[config.mk]
export PLATFORM = sky130hd
export DESIGN_NAME = sram_page_dma
export DESIGN_NICKNAME = d
export VERILOG_FILES = /design/src/rtl/sram_page_dma.sv
export SDC_FILE = /design/constraint.sdc
export NUM_CORES = 1
export LEC_CHECK = 0
export CAP_MARGIN = 10
export CORE_ASPECT_RATIO = 1.5
export CORE_MARGIN = 2
export CORE_UTILIZATION = 34
export CTS_CLUSTER_SIZE = 28
export DETAILED_ROUTE_END_ITERATION = 8
export DONT_BUFFER_PORTS = 1
export GPL_ROUTABILITY_DRIVEN = 1
export GPL_TIMING_DRIVEN = 1
export PLACE_DENSITY_LB_ADDON = 0.3
export SLEW_MARGIN = 25
export SYNTH_ARGS = -nofsm -noshare
export SYNTH_HDL_FRONTEND = slang
export SYNTH_SLANG_ARGS = --single-unit
export TNS_END_PERCENT = 1
[constraint.sdc]
create_clock -name clk -period 5.8 [get_ports clk]
set_input_delay 1.74 -clock clk [delete_from_list [all_inputs] [get_ports clk]]
set_output_delay 1.74 -clock clk [all_outputs]
set_load 0.01 [all_outputs]
[src/rtl/sram_page_dma.sv]
// Page-to-page SRAM copy/fill engine with absolute host priority on the SRAM port.
// Optional fill mode compiled in with `define FILL_MODE_EN.
module sram_page_dma (
  input  logic        clk,
  input  logic        nrst,
  input  logic        io_wr,
  input  logic [1:0]  io_addr,
  input  logic [7:0]  io_data,
  input  logic        host_req,
  input  logic        host_we,
  input  logic [19:0] host_addr,
  input  logic [7:0]  sram_rdata,
  output logic [19:0] sram_addr,
  output logic        sram_ce_n,
  output logic        sram_oe_n,
  output logic        sram_we_n,
  output logic [7:0]  sram_wdata,
  output logic        sram_wdata_oe,
  output logic        busy,
  output logic        done
);

  // state | meaning
  // IDLE  | no transfer; SRAM strobes released unless host owns the bus
  // RD    | read SRC page byte at offset into hold register
  // WR    | write hold (copy) or FILL (fill) to DST page at offset
  localparam logic [1:0] S_IDLE = 2'd0;
  localparam logic [1:0] S_RD   = 2'd1;
  localparam logic [1:0] S_WR   = 2'd2;

  logic [1:0]  r_state;
  logic [6:0]  r_src;
  logic [6:0]  r_dst;
  logic [12:0] r_offset;
  logic [7:0]  r_hold;
  logic        r_done;

  logic        w_ctrl_wr;
  logic        w_start;
  logic        w_abort;
  logic        w_last;
  logic        w_fill_sel;
  logic        w_start_fill;
  logic [7:0]  w_wdata;

  assign w_ctrl_wr = io_wr && (io_addr == 2'd2);
  assign w_start   = w_ctrl_wr && io_data[0] && !io_data[7] && (r_state == S_IDLE);
  assign w_abort   = w_ctrl_wr && io_data[7] && (r_state != S_IDLE);
  assign w_last    = (r_offset == 13'h1FFF);

`ifdef FILL_MODE_EN
  logic [7:0] r_fill;
  logic       r_fill_mode;

  always_ff @(posedge clk or negedge nrst) begin
    if (!nrst) begin
      r_fill      <= 8'h00;
      r_fill_mode <= 1'b0;
    end else begin
      if (io_wr && (io_addr == 2'd3))
        r_fill <= io_data;
      if (!host_req && w_start)
        r_fill_mode <= io_data[1];
    end
  end

  assign w_fill_sel   = r_fill_mode;
  assign w_start_fill = io_data[1];
  assign w_wdata      = r_fill_mode ? r_fill : r_hold;
`else
  assign w_fill_sel   = 1'b0;
  assign w_start_fill = 1'b0;
  assign w_wdata      = r_hold;
`endif

  // Page registers are always writable; the engine only advances on host-free edges.
  always_ff @(posedge clk or negedge nrst) begin
    if (!nrst) begin
      r_state  <= S_IDLE;
      r_src    <= 7'h00;
      r_dst    <= 7'h00;
      r_offset <= 13'h0000;
      r_hold   <= 8'h00;
      r_done   <= 1'b0;
    end else begin
      r_done <= 1'b0;
      if (io_wr && (io_addr == 2'd0))
        r_src <= io_data[6:0];
      if (io_wr && (io_addr == 2'd1))
        r_dst <= io_data[6:0];
      if (!host_req) begin
        if (w_abort) begin
          r_state <= S_IDLE;
        end else begin
          case (r_state)
            S_IDLE: begin
              if (w_start) begin
                r_offset <= 13'h0000;
                r_state  <= w_start_fill ? S_WR : S_RD;
              end
            end
            S_RD: begin
              r_hold  <= sram_rdata;
              r_state <= S_WR;
            end
            S_WR: begin
              if (w_last) begin
                r_state <= S_IDLE;
                r_done  <= 1'b1;
              end else begin
                r_offset <= r_offset + 13'd1;
                r_state  <= w_fill_sel ? S_WR : S_RD;
              end
            end
            default: r_state <= S_IDLE;
          endcase
        end
      end
    end
  end

  always_comb begin
    sram_addr     = 20'h00000;
    sram_ce_n     = 1'b1;
    sram_oe_n     = 1'b1;
    sram_we_n     = 1'b1;
    sram_wdata_oe = 1'b0;
    if (host_req) begin
      sram_addr = host_addr;
      sram_ce_n = 1'b0;
      sram_oe_n = host_we;
      sram_we_n = !host_we;
    end else begin
      case (r_state)
        S_RD: begin
          sram_addr = {r_src, r_offset};
          sram_ce_n = 1'b0;
          sram_oe_n = 1'b0;
        end
        S_WR: begin
          sram_addr     = {r_dst, r_offset};
          sram_ce_n     = 1'b0;
          sram_we_n     = 1'b0;
          sram_wdata_oe = 1'b1;
        end
        default: ;
      endcase
    end
  end

  assign sram_wdata = w_wdata;
  assign busy       = (r_state != S_IDLE);
  assign done       = r_done;

endmodule

# ---- After elaboration in Yosys (flattened, before gate mapping)
# Index checks and enable logic that the tools add are counted.
dict set report word_totals {
  reg_bits 38
  inputBits 43
  out_inout_bits 34
  wordCells 56
}
dict set report classes {
  add_sub_neg 1
  eq_ne 8
  n_mux 21
  bitwise 2
  n_reduce_logical 18
}
# cell n
set ops {}
lappend ops {{$pmux 20 s2} 1}
lappend ops {{$mux 13} 2}
lappend ops {{$pmux 13 s2} 1}
lappend ops {{$mux 20} 1}
lappend ops {{$add 13x1->13 const B} 1}
lappend ops {{$eq 13x13->1 const B} 1}
lappend ops {{$mux 1} 13}
lappend ops {{$logic_and 1x1->1} 8}
lappend ops {{$pmux 2 s3} 1}
lappend ops {{$reduce_and 5->1} 1}
lappend ops {{$eq 2x1->1 const B} 2}
lappend ops {{$eq 2x2->1 const B} 2}
lappend ops {{$logic_not 2->1} 2}
lappend ops {{$mux 2} 2}
lappend ops {{$ne 2x2->1 const B} 2}
lappend ops {{$reduce_bool 2->1} 2}
lappend ops {{$ne 3x3->1 const B} 1}
lappend ops {{$reduce_and 3->1} 1}
lappend ops {{$logic_not 1->1} 2}
lappend ops {{$not 1->1} 2}
lappend ops {{$reduce_and 2->1} 1}
lappend ops {{$reduce_or 2->1} 1}

# ---- Depth between registers and ports, before layout
dict set report depth {
  ltp_word 8
  depth_mapped 7
  depth_no_buf 7
}

# ---- Worst setup path after synthesis
# OpenSTA, ideal clock, no wires.
dict set report synth_path {
  path_type {in2out}
  start {in host_req}
  end {out sram_addr[10]}
  t_arrival_ps 2526
  required_time_ps 4060
  slack_ps 1534
  stages 4
  n_path_buf 1
  path_cell_list {nand2b_1 > nor2_1 > buf_2 > a22o_1}
}
dict set report synth_between {
  elab_chain_len 1
}
# item line_no
set synth_lines {}
lappend synth_lines {{start, declared} 9} ;# input logic host_req,
lappend synth_lines {{$mux 20} 128} ;# if (host_req) begin
lappend synth_lines {{end, declared} 13} ;# output logic [19:0] sram_addr,
# Every way passes these cells.

# ---- Worst setup path after layout
dict set report layout_path {
  start {in host_req}
  end {out sram_addr[1]}
}
# The elaborated chain is that of the path after synthesis.

==> results.toml <==
[cells_and_area]
antennaDiodeCount = 0
final_area_mm2 = 0.002315
stdcell_count = 289
area_delta_synth_final_pct = 7.309
number_of_nets_at_the_end_of_the_flow = 262
share_of_layout_cells_above_drive_strength_1_pct = 18.14
final.fill_count = 626

[route]
drt_wl_total_mm = 5.209
dr.pass1.iters = 4
detailedRoute.firstIterationViolations = 100
routed_via_density = 5.813
postRouteAntennaNets = 0
vias = 1680
route.detailed.wl_per_inst_um = 18.02
drc = 0

[sta]
timing.final.setup_violations = 0
timing.final.max_slew_violations = 0
finalSetupTns_ps = 0
skew_ps = 9.048
maxClockFrequency_mhz = 231.8
slew-limit-headroom_pct = 39.97
rsz0062_at_grt = "no"
timing_hold_violations_final = 0
worst_slew_pin_slew_ps = 900.5
finalWorstPathRequiredPeriod_ps = 4314
final.period_utilization_pct = 74.38

[worst_setup_path]
worst_path_max_delay_cell = "nand2b_1"
worst-setup-path-type = "input port to output pin"
timing.rr.start = "r_state[0]"
critical_path_peak_fanout = 31
worst_ep_required_time_ps = 4060
critical_path.endpoint_type = "output pin"
timing.critical_path.cells = "nand2b_1, nor2_1, buf_4, a22o_1"
timing.critical_path.slowest_cell_delay_ps = 260
critPathLaunchType = "input port"
worst_ep_arrival_time_ps = 2570
cp-startpoint = "host_req"

[pwr]
power.sequential.fraction_pct = 47.2
cellLeakagePower_nw = 0.9336
sw_frac_of_total_pct = 37.32
clock_power_share_pct = 22.3
cell_internal_pwr_mw = 0.5371
power.net_switching_mw = 0.3198
power.combinational.fraction_pct = 30.5
worst_ir_drop_vdd_mv = 0.1879
power.density_mw_per_mm2 = 370.2

[logic_synthesis]
synth.avg_cell_area_um2 = 10.08
async_flop_share_pct = 100.0
synth_xor_area_share_pct = 0
netlist.area_leader.share_pct = 44.08
post-synth-top-count-cell = "dfrtp_1"
syn-num-nets = 262
number_of_enable_type_register_cells_in_the_synthesized_netlist = 0
netlist_area_mm2 = 0.002157
flip_flop_cell_with_the_highest_count_after_synthesis = "dfrtp_1"
dominant_combinational_cell_family_by_area_after_synthesis = "compound AO/OA/AOI/OAI gates"
synth_compound_area_share_pct = 20.53
synth.top_cells.by_area = "dfrtp_1, mux2_2, a22o_1"
synth_sequential_area_ratio_pct = 44.08
synth_simple_gate_area_share_pct = 17.46
synth_largest_area_cell = "dfrtp_1"
synth.mux.area_fraction_pct = 12.41
yosysWarningCount = 0
synth_cell_type_count = 43
synth_adder_area_share_pct = 2.900
syn_inst = 214
synth_commonest_cells = "dfrtp_1, mux2_2, nand2_1, a21oi_1, a22o_1"
flop_and_latch_count_out_of_synthesis = 38

[clock_tree]
cts_max_path_buffers = 2
post_cts_resized = 0
worst_skew_pair_later_pin_latency_ps = 290
tritoncts_clock_tree = "built"
cts_hold_repair.buffers = 0
number_of_post_cts_setup_repair_buffers = 0
tritoncts_num_sinks = 38
cts-buffers-inserted = 5
clk_pin_slew_ps = 70
cts_root_buf = "clkbuf_8"
cts_htree_levels = 2

[floorplan]
die_h_um = 101.6
initial_utilization_pct = 35.18
chipWidth_um = 69.04
fp-row-count = 35
floorplan.io_pins = 77
die_area_mm2 = 0.007011
core-area_mm2 = 0.006131

[global_routing]
grt_first_pass_wirelength_mm = 8.245
global_route.overflow_total = 0
grt_pass1_vias = 1624
antenna_found_initial = 0
grt_start_max_net_pins = 39
grt_use_total_pct = 15.14

[placement]
placed_cells_incl_taps = 281
placement.cell_area_mm2 = 0.002223
routabilityCongestion = 0.7908
detailed_placement_wirelength_estimate_mm = 3.763
place.port_buffers = 0

[run]
cap_viol_max_count = 0

[hold_path]
worstHoldStart = "r_offset[7]"
hold_path_class = "flop to flop"

[outcome]
status = "finished, final reports clean"
-- cells by family after synthesis --
family                     count (synthesis)
AOI/OAI and AO/OA                         67
adders and majority gates                  5
buffers and inverters                     14
DFF                                       38
muxes                                     24
and+or+nand+nor                           66
-- metrics by stage --
stage	worst slack, ps	utilization (%)	total power [mW]	hold slack [ps]
final	1486	37.76	0.8569	507.1
after detailed placement	1471	36.27	0.6755	494.7
after global routing	1419	37.76	0.9196	526.0
after floorplan	1534	-	0.6084	472.8
after CTS	1467	37.76	0.8678	511.7
after global placement	1466	36.27	0.6670	487.4
-- worst paths after layout --
kind | depth (start not counted) | slack [ps] | end
max | 4 | 1490 | sram_addr[1]
min | 1 | 510 | r_offset[7]
max reg2reg | 7 | 3220 | r_offset[10]
min reg2reg | 1 | 510 | r_offset[7]
max in group asynchronous | 0 | 4570 | r_offset[2]
min in group asynchronous | 0 | 1140 | r_src[6]
-- cell usage in the layout, fill, tap and decap left out, types with 2 or more instances in the layout --
cell,count
inv_1,6
nor2_1,11
nand3_2,2
mux2_2,20
nand4b_1,2
a31oi_1,7
o21ai_0,12
a22o_1,13
a21oi_1,15
mux2i_1,2
nand2_1,19
dfrtp_1,38
o22ai_1,2
nand3_1,12
o21ai_1,3
ha_1,5
a22oi_1,8
mux2_1,2
and2_1,2
nand2b_1,3
nor3_1,2
and3_1,2
clkbuf_8,6
-- power by group through the flow --
stage	registers (mW)	logic [mW]	clock network [mW]
detailed placement	0.410	0.265	0
global route	0.414	0.290	0.215
global placement	0.407	0.260	0
finish	0.404	0.261	0.191
floorplan	0.393	0.216	0
CTS	0.405	0.266	0.197
-- flip-flops by register name, summed over array words and instances (netlist names) --
name,cells
done,1
r_src,7
r_state,2
r_offset,13
r_dst,7
sram_wdata,8
-- critical path: cells and delay by family --
kind / cells / cell delay [ps]
buf+inv: 1 / 200
simple gates: 2 / 410
compound gates: 1 / 220
-- layer usage --
layer	vias up	wire, um	GRT usage, %
met5	-	0	0
met4	0	29	4.525
met3	2	373	5.274
met2	65	2738	26.78
met1	817	2067	17.27
li1	796	-	-
-- cell type report --
class / instances / area, um^2 / area share (%)
clock buffers: 7 / 86.33 / 3.730
clock inverters: 1 / 5.005 / 0.2162
inverters: 6 / 22.52 / 0.9730
multi-input cells: 162 / 1150 / 49.68
flip-flops and latches: 38 / 950.9 / 41.08
well taps: 74 / 92.59 / 4.000
repair buffers: 1 / 7.507 / 0.3243
(Power assumes the default switching activity.)
